==> src/rtl/apu_pkg.sv <==
// Shared definitions for the APU frame sequencer: power states, register
// indices and the per-step strobe masks.
package apu_pkg;

    typedef enum logic [1:0] {
        ST_OFF   = 2'd0,
        ST_ON    = 2'd1,
        ST_CLEAR = 2'd2
    } apu_state_t;

    localparam logic [4:0] NR52_IDX     = 5'h16;
    localparam logic [4:0] LAST_CLR_IDX = 5'h15;

    // Bit n set means the strobe fires when the sequencer lands on step n.
    localparam logic [7:0] LEN_STEP_MASK   = 8'b0101_0101;
    localparam logic [7:0] SWEEP_STEP_MASK = 8'b0100_0100;
    localparam logic [7:0] ENV_STEP_MASK   = 8'b1000_0000;

    function automatic logic step_hit(input logic [7:0] mask, input logic [2:0] step);
        return mask[step];
    endfunction

endpackage

==> src/rtl/apu_frame_sequencer.sv <==
// APU frame sequencer: 512 Hz step counter with length/sweep/envelope strobes,
// NR52 power control and the power-off register clear walk.
module apu_frame_sequencer
    import apu_pkg::*;
(
    input  logic       clk,
    input  logic       reset,
    input  logic       slow_clk_en,
    input  logic       div_bit,
    input  logic [4:0] cpu_addr,
    input  logic [7:0] cpu_wdata,
    input  logic       cpu_write,
    output logic [4:0] ch_addr,
    output logic [7:0] ch_wdata,
    output logic       ch_write,
    output logic       clk256_en,
    output logic       clk128_en,
    output logic       clk64_en,
    output logic [2:0] frame_step,
    output logic       power_on,
    output logic       busy
);

    apu_state_t r_state;
    logic [2:0] r_frame_step;
    logic [4:0] r_clr_idx;
    logic       r_div_prev;

    logic       w_cpu_wr;
    logic       w_ch_range;
    logic       w_nr52_wr;
    logic       w_power_off;
    logic       w_power_up;
    logic       w_tick;
    logic       w_step_adv;
    logic [2:0] w_step_next;

    assign w_cpu_wr    = cpu_write & slow_clk_en;
    assign w_ch_range  = (cpu_addr < NR52_IDX);
    assign w_nr52_wr   = w_cpu_wr && (cpu_addr == NR52_IDX);
    assign w_power_off = (r_state == ST_ON)  && w_nr52_wr && !cpu_wdata[7];
    assign w_power_up  = (r_state == ST_OFF) && w_nr52_wr &&  cpu_wdata[7];
    assign w_tick      = slow_clk_en && r_div_prev && !div_bit;
    // A power-off in the same cycle as a tick suppresses the advance.
    assign w_step_adv  = (r_state == ST_ON) && w_tick && !w_power_off;
    assign w_step_next = r_frame_step + 3'd1;

    always_ff @(posedge clk or negedge reset) begin
        if (!reset) begin
            r_state      <= ST_OFF;
            r_frame_step <= 3'd0;
            r_clr_idx    <= 5'd0;
            r_div_prev   <= 1'b0;
        end else begin
            if (slow_clk_en) begin
                r_div_prev <= div_bit;
            end
            case (r_state)
                ST_OFF: begin
                    if (w_power_up) begin
                        r_state      <= ST_ON;
                        r_frame_step <= 3'd7;
                    end
                end
                ST_ON: begin
                    if (w_power_off) begin
                        r_state   <= ST_CLEAR;
                        r_clr_idx <= 5'd0;
                    end else if (w_step_adv) begin
                        r_frame_step <= w_step_next;
                    end
                end
                ST_CLEAR: begin
                    if (slow_clk_en) begin
                        if (r_clr_idx == LAST_CLR_IDX) begin
                            r_state   <= ST_OFF;
                            r_clr_idx <= 5'd0;
                        end else begin
                            r_clr_idx <= r_clr_idx + 5'd1;
                        end
                    end
                end
                default: begin
                    r_state <= ST_OFF;
                end
            endcase
        end
    end

    // Strobes reflect the step being entered, in the tick cycle itself.
    assign clk256_en = w_step_adv && step_hit(LEN_STEP_MASK,   w_step_next);
    assign clk128_en = w_step_adv && step_hit(SWEEP_STEP_MASK, w_step_next);
    assign clk64_en  = w_step_adv && step_hit(ENV_STEP_MASK,   w_step_next);

    always_comb begin
        ch_addr  = cpu_addr;
        ch_wdata = cpu_wdata;
        ch_write = 1'b0;
        if (r_state == ST_CLEAR) begin
            ch_addr  = r_clr_idx;
            ch_wdata = 8'h00;
            ch_write = slow_clk_en;
        end else if (r_state == ST_ON) begin
            ch_write = w_cpu_wr && w_ch_range;
        end
    end

    assign frame_step = r_frame_step;
    assign power_on   = (r_state == ST_ON);
    assign busy       = (r_state == ST_CLEAR);

endmodule

==> config.mk <==
export PLATFORM = sky130hd
export DESIGN_NAME = apu_frame_sequencer
export DESIGN_NICKNAME = d
export VERILOG_FILES = /design/src/rtl/apu_pkg.sv /design/src/rtl/apu_frame_sequencer.sv
export SDC_FILE = /design/constraint.sdc
export NUM_CORES = 1
export LEC_CHECK = 0
export BUFFER_PORTS_ARGS = -buffer_cell sky130_fd_sc_hd__buf_4
export CAP_MARGIN = 20
export CORE_UTILIZATION = 41
export CTS_BUF_LIST = sky130_fd_sc_hd__clkbuf_8
export DETAILED_ROUTE_END_ITERATION = 10
export GPL_TIMING_DRIVEN = 0
export PLACE_DENSITY = 0.76
export SETUP_SLACK_MARGIN = 0.4
export SLEW_MARGIN = 20
export SYNTH_ARGS = -nofsm -noshare
export SYNTH_HDL_FRONTEND = slang
export SYNTH_SLANG_ARGS = --single-unit
==> constraint.sdc <==
create_clock -name clk -period 1.3 [get_ports clk]
set_clock_uncertainty 0.05 [all_clocks]
set_input_delay 0.195 -clock clk [delete_from_list [all_inputs] [get_ports clk]]
set_output_delay 0.195 -clock clk [all_outputs]
set_load 0.02 [all_outputs]
Word level (Yosys, flattened, before mapping)
Memories as Yosys holds them, arrays and structs flattened.
Cells that the tools add are included.
{"block": "op_classes", "add_sub_neg": 2, "n_mul": 0, "div_mod_pow": 0, "n_lt_le_gt_ge": 2, "n_eq_ne": 10, "shifts": 0, "muxes": 20, "bitwise": 1, "n_reduce_logical": 22}
{"cell": "$mux 5", "n": 4}
{"cell": "$logic_and 1x1->1", "n": 13}
{"cell": "$eq 5x5->1 const B", "n": 2}
{"cell": "$pmux 5 s2", "n": 1}
{"cell": "$mux 3", "n": 3}
{"cell": "$mux 2", "n": 4}
{"cell": "$mux 8", "n": 1}
{"cell": "$reduce_and 4->1", "n": 2}
{"cell": "$ne 2x1->1 const B", "n": 3}
{"cell": "$ne 2x2->1 const B", "n": 3}
{"cell": "$pmux 2 s3", "n": 1}
{"cell": "$pmux 3 s2", "n": 1}
{"cell": "$add 5x1->5 const B", "n": 1}
{"cell": "$lt 5x5->1 const B", "n": 1}
{"cell": "$mux 1", "n": 5}
{"cell": "$lt 3x4->1 const B", "n": 1}
{"cell": "$reduce_bool 2->1", "n": 2}
{"cell": "$add 3x1->3 const B", "n": 1}
{"cell": "$logic_not 1->1", "n": 3}
{"cell": "$reduce_and 3->1", "n": 1}
{"cell": "$eq 2x1->1 const B", "n": 1}
{"cell": "$eq 2x2->1 const B", "n": 1}
{"cell": "$logic_not 2->1", "n": 1}
{"cell": "$and 1x1->1", "n": 1}
{"block": "word_totals", "register_bits": 11, "latch_bits": 0, "mem_bits_rw": 0, "romBits": 24, "inputBits": 18, "out_inout_bits": 22, "word_cells": 64, "memories": 3}
{"memory": "(no name shown)", "words": 8, "word_bits": 1, "rd": 1, "rd_clocked_by_memory_dff": 0, "write_ports": 0, "line": "apu_pkg.sv:20", "text": "return mask[step];"}
{"memory": "(no name shown)", "words": 8, "word_bits": 1, "rd": 1, "rd_clocked_by_memory_dff": 0, "write_ports": 0, "line": "apu_pkg.sv:20"}
{"memory": "(no name shown)", "words": 8, "word_bits": 1, "rd": 1, "rd_clocked_by_memory_dff": 0, "write_ports": 0, "line": "apu_pkg.sv:20"}

Depth between registers and ports, before layout
{"block": "logic_depth", "ltp_word": 9, "depth_mapped": 6, "mapped_depth_nobuf": 6}

Least setup slack after synthesis
Ideal clock, no wire load.
{"block": "synth_timing", "path_kind": "flip-flop to output port", "start": "register r_state[0]", "end": "output ch_addr[1]", "arrival_time_ns": 1.334, "required_time_ns": 1.055, "slack_ns": -0.279, "path_stages_with_launch": 5, "n_path_buf": 2, "path_cell_list": "dfrtp_1 > nand2b_4 > buf_6 > clkbuf_1 > o21ai_0"}
{"block": "synth_via", "elab_chain_len": 2}
{"item": "from (decl)", "line": "apu_frame_sequencer.sv:24", "text": "apu_state_t r_state;"}
{"item": "from (signal assigned)", "line": "apu_frame_sequencer.sv:50", "text": "r_state <= ST_OFF;"}
{"item": "from (signal assigned)", "line": "apu_frame_sequencer.sv:61", "text": "r_state <= ST_ON;"}
{"item": "from (signal assigned)", "line": "apu_frame_sequencer.sv:67", "text": "r_state <= ST_CLEAR;"}
{"item": "$eq 2x2->1", "line": "apu_frame_sequencer.sv:99", "text": "if (r_state == ST_CLEAR) begin"}
{"item": "$mux 5", "line": "apu_frame_sequencer.sv:99"}
{"item": "to (decl)", "line": "apu_frame_sequencer.sv:13", "text": "output logic [4:0] ch_addr,"}
No other way between the ends.

Final worst setup path
{"block": "layout_timing", "start": "register r_div_prev", "end": "output clk256_en"}
{"block": "layout_via", "elab_chain_len": 5}
{"item": "from (decl)", "line": "apu_frame_sequencer.sv:27", "text": "logic r_div_prev;"}
{"item": "from (signal assigned)", "line": "apu_frame_sequencer.sv:56", "text": "r_div_prev <= div_bit;"}
{"item": "$logic_and 1x1->1 (2 in series)", "line": "apu_frame_sequencer.sv:43", "text": "assign w_tick = slow_clk_en && r_div_prev && !div_bit;"}
{"item": "$logic_and 1x1->1 (2 in series)", "line": "apu_frame_sequencer.sv:45", "text": "assign w_step_adv = (r_state == ST_ON) && w_tick && !w_power_off;"}
{"item": "$logic_and 1x1->1", "line": "apu_frame_sequencer.sv:91", "text": "assign clk256_en = w_step_adv && step_hit(LEN_STEP_MASK, w_step_next);"}
{"item": "to (decl)", "line": "apu_frame_sequencer.sv:16", "text": "output logic clk256_en,"}
No other way between the ends.

==> results <==
- The largest individual stage delay along the critical path comes from the cell dfrtp_1.
- The power per cell area is 762 mW/mm2.
- The library cell with the highest instance count after synthesis is nand2_1.
- The count of endpoints failing hold in the final timing report came to 0.
- At the pin with the least slew margin, the transition time is between 0.2 and 0.3 ns.
- The routed wire length is 3.44 mm.
- From left edge to right edge, the die measures 47.7 um.
- The beginning of the critical path is r_div_prev.
- The checks that failed: negative setup slack.
- The worst reg-to-reg setup slack is -0.23 ns.
- The proportion of netlist area held by the largest area contributor is 0.322.
- Synthesis produced a netlist with a net count of 117.
- In the final design database the tool counted 181 nets.
- Of the total synthesized cell area, the portion taken by AND, OR, NAND and NOR gates is 0.307.
- The worst min-delay path class is primary input to flop.
- After synthesis, the mean cell area works out to 9.09 um2.
- The origin of the critical flop-to-flop path is r_state[0].
- The total congestion overflow is 0.
- The HPWL after detailed placement is 1.68 mm.
- The maximum vdd drop is 0.890 mV.
- The tree built by TritonCTS fans out to 11 sinks.
- The most instantiated flip-flop cell in the synthesis netlist is dfrtp_1.
- The total global-route track usage is 0.246.
- The placement-stage worst setup slack is -0.288 ns.
- The floorplan has 16 rows.
- Synthesis inferred 11 register bits.
- In this run the tightest slew margin relative to its limit is 0.801.
- The CTS tree is yes.
- Counting the buffers created by CTS gives 3.
- The routed layout has 1050 vias.
- The kind of end point of the critical path is an output pin.
- The count of distinct cell types in the synthesized netlist is 35.
- The depth of the worst register-to-register path is 5.
- After detailed routing, the number of vias per cell comes to between 5 and 6.
- The floorplan step defined a core boundary enclosing 0.00196 mm2.
- The synthesis-to-layout area growth is 103%.
- The multiplexer area fraction after synthesis is 0.0615.
- Of the total synthesized cell area, the portion taken by XOR and XNOR cells is 0.0102.
- The synthesized design contains 0 enable-type register cells.
- The number of placed I/O pins is 40.
- Setup repair after global routing could not meet its margin everywhere.
- The number of buffers and inverters on the critical path is 1.
- The count of pins over their slew limit is 0.
- In the post-synthesis netlist, the biggest area contributors are dfrtp_1 (32%), and2_1 (7.3%), ha_1 (7.3%), nand2_1 (6.6%), mux2i_1 (3.5%).
- The placer congestion estimate is 0.743.
- The final clock period utilization by the worst path is 1.31.
- The analysis attributes to cell leakage a power of 0.791 nW.
- The cell class contributing the biggest share of worst-path delay is simple AND/OR/NAND/NOR gates.
- The most critical setup path has its endpoint at clk256_en.
- The dominant combinational cell family by area after synthesis is simple AND/OR/NAND/NOR gates.
- Across the run, the number of max-cap violations was 0.
- The number of inserted filler cells in the final layout is 82.
- Entering global routing, the biggest net connects 12 pins.
- The worst path arrival time is 1.46 ns.
- The root buffer cell is clkbuf_8.
- The number of buffers between clock root and the deepest sink is 2.
- The number of warnings reported in the yosys synthesis log is 0.
- Of all cell types, the one taking the most synthesized area is dfrtp_1.
- After detailed routing, the number of remaining DRC violations is 0.
- Of the total synthesized cell area, the portion taken by full adders, half adders and majority gates is 0.0732.
- The critical path goes through nand3b_1 -> a211oi_4 -> and2_2 -> buf_4.
- The launching element type of the critical path is a flop.
- The endpoint identified for the worst register-to-register timing path is r_clr_idx[1].
- The flow ran to the end, but the final reports show violations.
- Of the synthesized area, sequential elements account for 0.322.
- The global-route wire length before repair is 3.91 mm.
- The overall die height is 47.7 um.
- The CTS clock-pin slew for the worst setup and hold paths is 0.05 ns.
- The startpoint-to-endpoint class of the critical path is flop to output pin.
- The per-cell routed wire length is around 19 um.
- After synthesis, the most frequently instantiated cells are nand2_1 (15), dfrtp_1 (11), and2_1 (10), inv_1 (7), ha_1 (5).
- Once layout is complete, the utilization of the core stands at 0.884.
- The DRC marker count from the first detailed-route iteration is 36.
- The total iterations of the first detailed-routing run is 4.
- Subtracting the final worst setup slack from the clock period gives 1.70 ns.
- The critical path crosses 4 cells after its start point.
- The detail route stage leaves a number of antenna-violating nets equal to 0.
- The initial standard-cell utilization of the core is 0.436.
- The fraction of synthesis flops using an asynchronous set or reset pin is 1.00.
- The layout cell share with drive strength beyond 1 is 0.707.
- The initial antenna violation count was 0.
- At the worst endpoint, the required time is 1.05 ns.
- The maximum fanout count along the critical path is 4.
- The highest attainable clock frequency is 587 MHz.
- The clock reaches the later pin of the worst-skew pair after between 0.2 and 0.25 ns.
- The synthesized instance count is 94.
- On the worst path, the slowest cell contributes a delay of 0.36 ns.
- The number of global-route vias before repair is 871.
- Summing every instance area after synthesis gives 855 um2.
- The post-synthesis compound-gate area fraction is 0.167.
- CTS built an H-tree with a depth of 1.
- The count of final setup violators is 27.
- The count of inserted antenna diode cells is 0.
- Input and output buffers added on the ports amount to 39.
- The die covers between 0.002 and 0.0025 mm2.
- The worst-case setup margin in the final layout is -0.405 ns.
==> how the worst min path moves through the flow <==
stage	startpoint	end	slack (ns)	cells after the start
floorplan	reset	frame_step[0]	-0.15	0
global placement	reset	frame_step[2]	-0.01	1
detailed placement	reset	frame_step[2]	-0.01	1
CTS	div_bit	r_div_prev	0.15	2
global route	div_bit	r_div_prev	0.16	2
finish	div_bit	r_div_prev	0.16	2
==> timing repair <==
action,CTS,global route
buffers inserted,12,6
gates resized for setup,38,11
endpoints found under the hold margin,11,0
cloned,1,0
endpoints found under the setup margin,32,32
pin swaps,8,3
hold buffers,1,0
==> cell usage in the layout, fill, tap and decap left out, drive strengths merged <==
cell type / synthesis / layout
o221ai: 1 / 1
and4b: 1 / 1
nor2: 3 / 3
dfrtp: 11 / 11
nand3b: 1 / 1
nand3: 4 / 4
a21oi: 3 / 3
and3: 2 / 2
or2: 1 / 1
nand2: 16 / 16
or3: 1 / 1
and4bb: 1 / 1
a22oi: 1 / 1
inv: 7 / 7
xor2: 1 / 1
a211oi: 1 / 1
nand4b: 2 / 2
ha: 5 / 5
o211ai: 1 / 1
mux2: 2 / 2
mux2i: 3 / 3
o21ba: 1 / 1
o21ai: 4 / 4
nand2b: 2 / 2
clkinv: 1 / 2
dlygate4sd3: 0 / 1
and2: 10 / 10
o22ai: 1 / 1
buf: 1 / 58
a31oi: 3 / 3
clkbuf: 1 / 5
nor3: 1 / 1
a221oi: 1 / 1
==> where the power goes <==
group          total, W  switching (W)  internal [W]  leakage [nW]
logic          0.000537       0.000259      0.000278         0.637
clock network  0.000349       0.000138      0.000211        0.0255
registers      0.000437      0.0000557      0.000381         0.128
total           0.00132       0.000452      0.000870         0.791
==> worst reg2reg max path: cells and delay by family (launching register included) <==
family / cells / cell delay (ns)
AO/OA/AOI/OAI: 1 / 0.19
buffers and inverters: 2 / 0.27
flip-flops: 1 / 0.44
multiplexers: 1 / 0.32
AND/OR/NAND/NOR: 1 / 0.16
==> area by class of cell <==
class	instances	area (um2)	area share
inverters	8	42.5	0.0245
repair buffers	59	572	0.330
multi-input cells	73	716	0.413
plain buffers	2	45.0	0.0260
flip-flops and latches	11	279	0.161
well taps	27	33.8	0.0195
clock inverters	1	5.00	0.00289
clock buffers	3	41.3	0.0238
==> layer usage <==
| layer | global-route usage | share of wire | vias up |
|---|---|---|---|
| met2 | 0.458 | 0.52 | 59 |
| li1 | - | - | 458 |
| met1 | 0.293 | 0.38 | 522 |
| met5 | 0 | 0 | - |
| met4 | 0.0722 | 0.026 | 0 |
| met3 | 0.0340 | 0.071 | 11 |
==> state kept, by name, summed over array words and instances, names as in the netlist <==
signal,flops
r_clr_idx,5
r_div_prev,1
frame_step,3
r_state,2
==> logic make-up after synthesis <==
kind of cell	Yosys count
compound gates	17
xor+xnor	1
fa+ha+maj	5
buf+inv	10
flops	11
mux	5
simple gates	45
==> per-stage QoR <==
step	hold WS [ns]	instance area (um2)	instances	setup TNS, ns	power, W
3_3_place_gp	-0.00958	1330	160	-2.23	0.000825
2_1_floorplan	-0.151	1000	94	-0.541	0.000668
3_5_place_dp	-0.0116	1330	160	-2.68	0.000841
5_1_grt	0.156	1730	184	-8.43	0.00138
6_report	0.164	1730	184	-7.35	0.00132
4_1_cts	0.151	1650	178	-5.81	0.00127
Power figures use the tool's default switching activity.
